[src/rtl/mem_bist_pkg.sv]
// Shared types and constants for the memory BIST controller.
// The pattern is the address concatenated with its complement, XORed with the latched seed.
package mem_bist_pkg;

   localparam int DEF_ADDR_W = 8;
   localparam int DEF_DATA_W = 16;
   localparam int ERR_W      = 10;

   typedef enum logic [2:0] {
      IDLE = 3'd0,
      W0   = 3'd1,
      R0   = 3'd2,
      W1   = 3'd3,
      R1   = 3'd4,
      DONE = 3'd5
   } state_t;

   function automatic logic [DEF_DATA_W-1:0] bist_pattern(input logic [DEF_ADDR_W-1:0] k,
                                                          input logic [DEF_DATA_W-1:0] seed);
      return {k, ~k} ^ seed;
   endfunction

endpackage

[src/rtl/mem_bist_pattern.sv]
// Expected-word generator. The write-data path and the read-compare path both use it,
// so the word that is written and the word that is checked cannot diverge.
module mem_bist_pattern
   import mem_bist_pkg::*;
#(
   parameter int ADDR_W = DEF_ADDR_W,
   parameter int DATA_W = DEF_DATA_W
)(
   input  logic [ADDR_W-1:0] addr,
   input  logic [DATA_W-1:0] seed,
   input  logic              invert,
   output logic [DATA_W-1:0] expected
);

   assign expected = ({addr, ~addr} ^ seed) ^ {DATA_W{invert}};

endmodule

[src/rtl/mem_bist_ctrl.sv]
// Four-phase write/read-compare BIST sweep over a single-port memory.
// The memory port is driven only while busy; the read compare uses same-cycle mem_q.
//
// state | meaning
// IDLE  | waiting for start, memory port quiet
// W0    | write P(addr) to every address
// R0    | read every address, compare with P(addr)
// W1    | write ~P(addr) to every address
// R1    | read every address, compare with ~P(addr)
// DONE  | result valid, held until the next start
module mem_bist_ctrl
   import mem_bist_pkg::*;
#(
   parameter int ADDR_W = DEF_ADDR_W,
   parameter int DATA_W = DEF_DATA_W
)(
   input  logic              clk,
   input  logic              rst_n,
   input  logic              start,
   input  logic              abort,
   input  logic [DATA_W-1:0] seed,
   output logic [DATA_W-1:0] mem_data,
   output logic [ADDR_W-1:0] mem_addr,
   output logic              mem_wen,
   input  logic [DATA_W-1:0] mem_q,
   output logic              busy,
   output logic              done,
   output logic              pass,
   output logic [ERR_W-1:0]  err_count,
   output logic [ADDR_W-1:0] first_err_addr
);

   state_t state, state_nxt;

   logic [ADDR_W-1:0] addr;
   logic [DATA_W-1:0] seed_lat;
   logic [DATA_W-1:0] expected;
   logic              run_phase;
   logic              write_phase;
   logic              read_phase;
   logic              invert;
   logic              last_addr;
   logic              accept_start;
   logic              mismatch;

   assign write_phase  = (state == W0) || (state == W1);
   assign read_phase   = (state == R0) || (state == R1);
   assign run_phase    = write_phase || read_phase;
   assign invert       = (state == W1) || (state == R1);
   assign last_addr    = &addr;
   assign accept_start = start && ((state == IDLE) || (state == DONE));

   mem_bist_pattern #(
      .ADDR_W (ADDR_W),
      .DATA_W (DATA_W)
   ) u_pattern (
      .addr     (addr),
      .seed     (seed_lat),
      .invert   (invert),
      .expected (expected)
   );

   assign mismatch = (mem_q != expected);

   always_ff @(posedge clk or negedge rst_n) begin
      if (!rst_n) begin
         state <= IDLE;
      end else begin
         state <= state_nxt;
      end
   end

   always_comb begin
      state_nxt = state;
      unique case (state)
         IDLE, DONE: if (start)     state_nxt = W0;
         W0:         if (last_addr) state_nxt = R0;
         R0:         if (last_addr) state_nxt = W1;
         W1:         if (last_addr) state_nxt = R1;
         R1:         if (last_addr) state_nxt = DONE;
         default:                   state_nxt = IDLE;
      endcase
      // abort outranks both phase advance and a coincident start
      if (run_phase && abort) begin
         state_nxt = IDLE;
      end
   end

   // Address wraps 255->0 on the same edge the phase advances, so each phase restarts at 0.
   always_ff @(posedge clk or negedge rst_n) begin
      if (!rst_n) begin
         addr           <= '0;
         seed_lat       <= '0;
         err_count      <= '0;
         first_err_addr <= '0;
      end else if (accept_start) begin
         addr           <= '0;
         seed_lat       <= seed;
         err_count      <= '0;
         first_err_addr <= '0;
      end else if (run_phase) begin
         if (abort) begin
            addr <= '0;
         end else begin
            addr <= addr + 1'b1;
            if (read_phase && mismatch) begin
               err_count <= err_count + 1'b1;
               if (err_count == '0) begin
                  first_err_addr <= addr;
               end
            end
         end
      end
   end

   assign mem_addr = addr;
   assign mem_wen  = write_phase;
   assign mem_data = write_phase ? expected : '0;
   assign busy     = run_phase;
   assign done     = (state == DONE);
   assign pass     = done && (err_count == '0);

endmodule

[config.mk]
export PLATFORM = sky130hd
export DESIGN_NAME = mem_bist_ctrl
export DESIGN_NICKNAME = d
export VERILOG_FILES = /design/src/rtl/mem_bist_pkg.sv /design/src/rtl/mem_bist_pattern.sv /design/src/rtl/mem_bist_ctrl.sv
export SDC_FILE = /design/constraint.sdc
export NUM_CORES = 1
export LEC_CHECK = 0
export ABC_AREA = 1
export CORE_MARGIN = 2
export CORE_UTILIZATION = 45
export DETAILED_ROUTE_END_ITERATION = 10
export PLACE_DENSITY_LB_ADDON = 0.2
export SLEW_MARGIN = 5
export SYNTH_ARGS = -nofsm -noshare
export SYNTH_HDL_FRONTEND = slang
export SYNTH_SLANG_ARGS = --single-unit
export TNS_END_PERCENT = 100
[constraint.sdc]
create_clock -name clk -period 2.5 [get_ports clk]
set_input_delay 0.5 -clock clk [delete_from_list [all_inputs] [get_ports clk]]
set_output_delay 0.5 -clock clk [all_outputs]
set_load 0.02 [all_outputs]
Yosys cells after proc, flatten, opt, wreduce, memory -nomap -nowiden
Index checks and enable logic that the tools add are counted.
{ "totals": {"regBits": 45, "in_bits": 36, "output_inout_bits": 46, "elab_cells": 61} }
{ "op_classes": {"n_addsub": 2, "n_eq_ne": 12, "mux": 20, "n_bitwise": 3, "reduce_logical": 19} }
{ "op_table": {"columns": ["op", "n"], "rows": [
  ["8-bit 2-to-1 mux", 8],
  ["10-bit 2-to-1 mux", 4],
  ["16-bit XOR", 2],
  ["3-bit 2-to-1 mux", 6],
  ["16-bit 2-to-1 mux", 1],
  ["16-bit != test", 1],
  ["3-bit one-hot mux with 5 select lines", 1],
  ["3-bit by 2-bit != test with 1-bit output, second input constant", 4],
  ["10-bit by 1-bit adder with 10-bit output, second input constant", 1],
  ["10-bit zero test", 1],
  ["8-bit by 1-bit adder with 8-bit output, second input constant", 1],
  ["8-bit NOT", 1],
  ["8-bit AND reduction", 1],
  ["3-bit by 2-bit == test with 1-bit output, second input constant", 2],
  ["3-bit == test, second input constant", 2],
  ["2-bit nonzero test", 3],
  ["1-bit logical OR", 5],
  ["5-bit AND reduction", 1],
  ["1-bit logical AND", 4],
  ["4-bit AND reduction", 1],
  ["3-bit by 1-bit == test with 1-bit output, second input constant", 1],
  ["3-bit zero test", 1],
  ["3-bit != test, second input constant", 1],
  ["3-bit AND reduction", 1],
  ["other kinds (2)", 2]
]} }

Depth between registers and ports, before layout
{ "logic_depth": {"depth_word": 9, "ltp_mapped": 17, "mapped_depth_nobuf": 17} }

Cells and area by module
Synthesis repeated with hierarchy kept, for this count alone.
{ "hier_totals": {"cells_unflattened": 523, "area_unflattened_um2": 3253.1} }
{ "modules_own_cells": {"columns": ["module", "n_inst", "cells_each", "area_per_inst_um2", "seq_area_each_um2"], "rows": [
  ["mem_bist_ctrl", 1, 402, 2747.6, 1126.1],
  ["mem_bist_pattern", 1, 121, 505.5, 0.0]
]} }

Worst setup path after synthesis
Ideal clock, no wire load.
{ "synth_timing": {"path_kind": "register to output", "start": "register state[0]", "end": "output port mem_data[13]", "arrival_ps": 1713, "t_required_ps": 2000, "setup_slack_ps": 287, "stages_incl_launch_ff": 6, "path_buffers": 1, "path_cell_list": "dfrtp_1 > inv_1 > nor2_1 > clkinv_1 > clkbuf_1 > a21oi_1"} }
{ "synth_between": {"elab_cells_between_ends": 7, "classes_between": "3 x eq/ne; 1 x mux; 1 x bitwise; 2 x reduce/logical"} }
{ "synth_rtl": {"columns": ["item", "line_no", "rtl"], "rows": [
  ["start, declared", "mem_bist_ctrl.sv:33", "state_t state, state_nxt;"],
  ["start signal, assigned", "mem_bist_ctrl.sv:69", "state <= state_nxt;"],
  ["3-bit by 1-bit == test with 1-bit output / 3-bit by 2-bit == test with 1-bit output (equally long branches)", "mem_bist_ctrl.sv:46", "assign write_phase = (state == W0) || (state == W1);"],
  ["1-bit logical OR (*)", "mem_bist_ctrl.sv:46", null],
  ["net mem_wen", "mem_bist_ctrl.sv:24", "output logic mem_wen,"],
  ["16-bit 2-to-1 mux (*)", "mem_bist_ctrl.sv:118", "assign mem_data = write_phase ? expected : '0;"],
  ["end, declared", "mem_bist_ctrl.sv:22", "output logic [DATA_W-1:0] mem_data,"]
]} }
Mark *: on every way through the listed nets, which the timed path passes. The rest lies on a longest branch.

Worst setup path after layout
{ "layout_timing": {"start": "register state[1]", "end": "output port mem_data[1]"} }
{ "layout_between": {"elab_chain_len": 4, "elab_cells_between_ends": 7, "classes_between": "3 x eq/ne; 1 x mux; 1 x bitwise; 2 x reduce/logical"} }
{ "layout_lines": {"columns": ["item", "line_no", "rtl"], "rows": [
  ["3-bit by 2-bit == test with 1-bit output / 3-bit == test (equally long branches)", "mem_bist_ctrl.sv:46, mem_bist_ctrl.sv:49", null],
  ["1-bit logical OR", "mem_bist_ctrl.sv:49", "assign invert = (state == W1) || (state == R1);"],
  ["16-bit XOR", "mem_bist_pattern.sv:15", "assign expected = ({addr, ~addr} ^ seed) ^ {DATA_W{invert}};"],
  ["16-bit 2-to-1 mux (*)", "mem_bist_ctrl.sv:118", null]
]} }
Every way passes the cells marked *; elsewhere a longest branch is shown, timed or not.

==> reports/qor.yml <==
run_status: "finished clean"
postSynthNetCount: 519
initial_core_util: 0.4670
synthesis.area_per_instance_um2: 6.611
worstSetupPathType: "flop to primary output"
synthesis.instances: 480
timing.final.crit_period_ps: 2396
grt_start_max_net_pins: 43
clock_path_buffers: 2
timing_worst_slew_pin_value_ps: 505.2
slew_headroom: 0.6632
floorplan.core_area_um2: 6794
p_per_area_nw_per_um2: 1143
hold_viol_final: 0
achievable-frequency_mhz: 417.4
synth_largest_area_cell: "sky130_fd_sc_hd__dfrtp_1"
floorplan.io_pins: 82
layoutNonFillerInstCount: 665
cp_slowest_stage_delay_ps: 460
global_route.usage.total: 0.2284
worstPathArrival_ps: 1900
crit_path_cell_trace: "nor2_2 > nand2_2 > buf_4 > nand3_1 > nand2_1 > nor2_1 > dlygate4sd2_1"
synthesis.area_um2: 3173
yosys-top-cells-area: "sky130_fd_sc_hd__dfrtp_1, sky130_fd_sc_hd__nand2_1, sky130_fd_sc_hd__nand3_1"
vias: 3364
htree_levels: 2
min_period_over_period: 0.9582
antenna_diode_count: 0
cp_data_required_time_ps: 2000
cts_hold_buf: 0
final.setup.tns_ps: 0
post-synth-top-area-fraction: 0.3549
final_core_util: 0.6153
drt_drc_violations_left: 0
drtAntennaViolNets: 0
firstDrtPassIters: 5
initialDrtViolationCount: 206
setup.worst_path.end_class: "primary output"
setup_viol: 0
clock_skew_ps: 16.55
max-cap-violations: 0
clk_root_buffer_cell: "sky130_fd_sc_hd__clkbuf_8"
layout-area-overhead-vs-synth_pct: 31.74
die_y_um: 87.97
place_hpwl_um: 6551
wire_per_inst_um: 12.78
cts-buffers-inserted: 5
clock_insertion_delay_worst_skew_ps: 300
gp_routability_congestion: 0.8873
critical-path-slowest-cell: "sky130_fd_sc_hd__dfrtp_2"
die-area_um2: 7739
die_width_um: 87.97
final_nets: 608
timing.rr.start: "state[1]"
synth_sequential_area_ratio: 0.3549
synth_cell_type_count: 35
synth.yosys.warnings: 0
detail_route.vias_per_cell: 5.059
routed_wirelength_um: 8502
rrSetupSlack_ps: 220
num_rows: 30
portBuffers: 81
power.leakage_nw: 2.146
first_global_vias: 3095
final-max-slew-violation-count: 0
tritoncts: "done"
clock-sinks: 45
vdd_drop_max_mv: 0.4397
antenna_found_initial: 0
timing.hold.worst.class: "input port to async pin"
worst_setup_path_startpoint: "state[1]"
drive_gt1_frac: 0.07381
critPathLaunchType: "flop"
reg2reg_to: "first_err_addr[5]"
clkSlewWorstSetupHoldPaths_ps: 90
crit_end: "mem_data[1]"
grt_overflow_total: 0
rr_worst_depth: 16
crit_path_max_fanout: 14
grt_pass1_wl_um: 14060
post_place_cells: 654
synth.ff_latch_count: 45
## synth_stat cells
master	count
sky130_fd_sc_hd__buf_12	1
sky130_fd_sc_hd__nor3b_1	1
sky130_fd_sc_hd__nand2_1	172
sky130_fd_sc_hd__nor2_2	2
sky130_fd_sc_hd__nor4_1	2
sky130_fd_sc_hd__buf_6	2
sky130_fd_sc_hd__a211oi_1	1
sky130_fd_sc_hd__o21ai_2	1
sky130_fd_sc_hd__clkbuf_1	5
sky130_fd_sc_hd__o2111ai_1	1
sky130_fd_sc_hd__a21oi_1	16
sky130_fd_sc_hd__nand2_2	2
sky130_fd_sc_hd__nand2_4	3
sky130_fd_sc_hd__buf_8	1
sky130_fd_sc_hd__nor2_1	42
sky130_fd_sc_hd__o22ai_1	1
sky130_fd_sc_hd__nand3_1	52
sky130_fd_sc_hd__dfrtp_1	45
sky130_fd_sc_hd__nand3_2	7
sky130_fd_sc_hd__nand2_8	1
sky130_fd_sc_hd__buf_2	1
sky130_fd_sc_hd__inv_2	2
sky130_fd_sc_hd__clkinv_1	1
sky130_fd_sc_hd__inv_1	62
sky130_fd_sc_hd__nor3_1	6
sky130_fd_sc_hd__a21oi_4	1
sky130_fd_sc_hd__ha_1	3
sky130_fd_sc_hd__nand4_1	2
sky130_fd_sc_hd__buf_4	1
sky130_fd_sc_hd__nand3b_1	9
sky130_fd_sc_hd__xor2_1	7
sky130_fd_sc_hd__o21ai_0	24
sky130_fd_sc_hd__o211ai_1	1
sky130_fd_sc_hd__o32ai_1	1
sky130_fd_sc_hd__xnor2_1	1
## registers in the layout (all words and copies together), names as in the netlist
name / count
err_count: 10
state: 3
seed_lat: 16
first_err_addr: 8
mem_addr: 8
## final cells by class
class	count	area (um2)
Multi-Input combinational cell	359	1735
Sequential cell	45	1127
Inverter	65	244.0
Timing Repair Buffer	93	872.1
Tap cell	96	120.1
Fill cell	664	2614
Clock buffer	6	72.57
Clock inverter	1	8.758
## power by group
part | switching (mW) | total (mW) | internal [mW]
Sequential | 0.205 | 1.18 | 0.973
Clock | 0.241 | 0.435 | 0.194
Combinational | 2.05 | 3.16 | 1.11
Total | 2.50 | 4.78 | 2.28
## metrics by stage
stage / power (mW) / area (um2) / hold WS (ps) / setup WS, ps
final: 4.778 / 4180 / 96.84 / 104.4
after global routing: 5.224 / 4180 / 123.5 / -17.81
after CTS: 4.719 / 4129 / 110.2 / 69.18
after detailed placement: 4.412 / 4070 / 433.1 / 107.6
after global placement: 4.327 / 4070 / 429.6 / 125.4
after floorplan: 3.332 / 3173 / 204.4 / 287.2
## layout by cell type (no fill, tap or decap), drive strengths merged
cell type	count
nand2	178
inv	64
clkdlybuf4s50	62
nand3	59
dfrtp	45
nor2	44
o21ai	25
a21oi	17
dlygate4sd2	14
buf	13
nand3b	9
xor2	7
clkbuf	7
nor3	6
ha	3
nand4	2
nor4	2
clkdlybuf4s15	2
clkinv	2
nor3b	1
o32ai	1
o22ai	1
xnor2	1
o211ai	1
a211oi	1
o2111ai	1
dlygate4sd1	1
## metal layers
layer	global-route usage	up-vias	share of wire
li1	-	1696	-
met3	0.03959	8	0.060
met4	0.03077	0	0.0074
met1	0.3142	1560	0.44
met2	0.3877	100	0.49
met5	0	-	0
## cells by family (layout without fill, tap and decap cells)
logic type	count (synthesis)	count (layout)	share of synthesized area
and+or+nand+nor	301	301	0.4231
buffers and inverters	76	165	0.1049
AOI/OAI and AO/OA	47	47	0.08321
DFF	45	45	0.3549
xor gates and xnor gates	8	8	0.02208
adders and majority gates	3	3	0.01183
## worst min-delay path by stage
stage                         endpoint   from  cells past startpoint  slack (ps)
after detailed placement  err_count[5]  rst_n                      1         430
after global placement    err_count[5]  rst_n                      1         430
after floorplan           err_count[0]  rst_n                      0         200
after CTS                 err_count[5]  rst_n                      1         110
after global routing      err_count[5]  rst_n                      1         120
final                     err_count[6]  rst_n                      1         100
## repair_timing
action,4_1_cts,5_1_grt
gates resized for setup,18,11
buffers inserted,0,4
endpoints found under the setup margin,18,26
pin swaps,0,1
## worst max-delay path, delay by kind of cell, from the launching register on
family,cells,cell delay [ps]
simple gates,5,570
buf+inv,2,570
flops,1,460
Power figures use the tool's default switching activity.
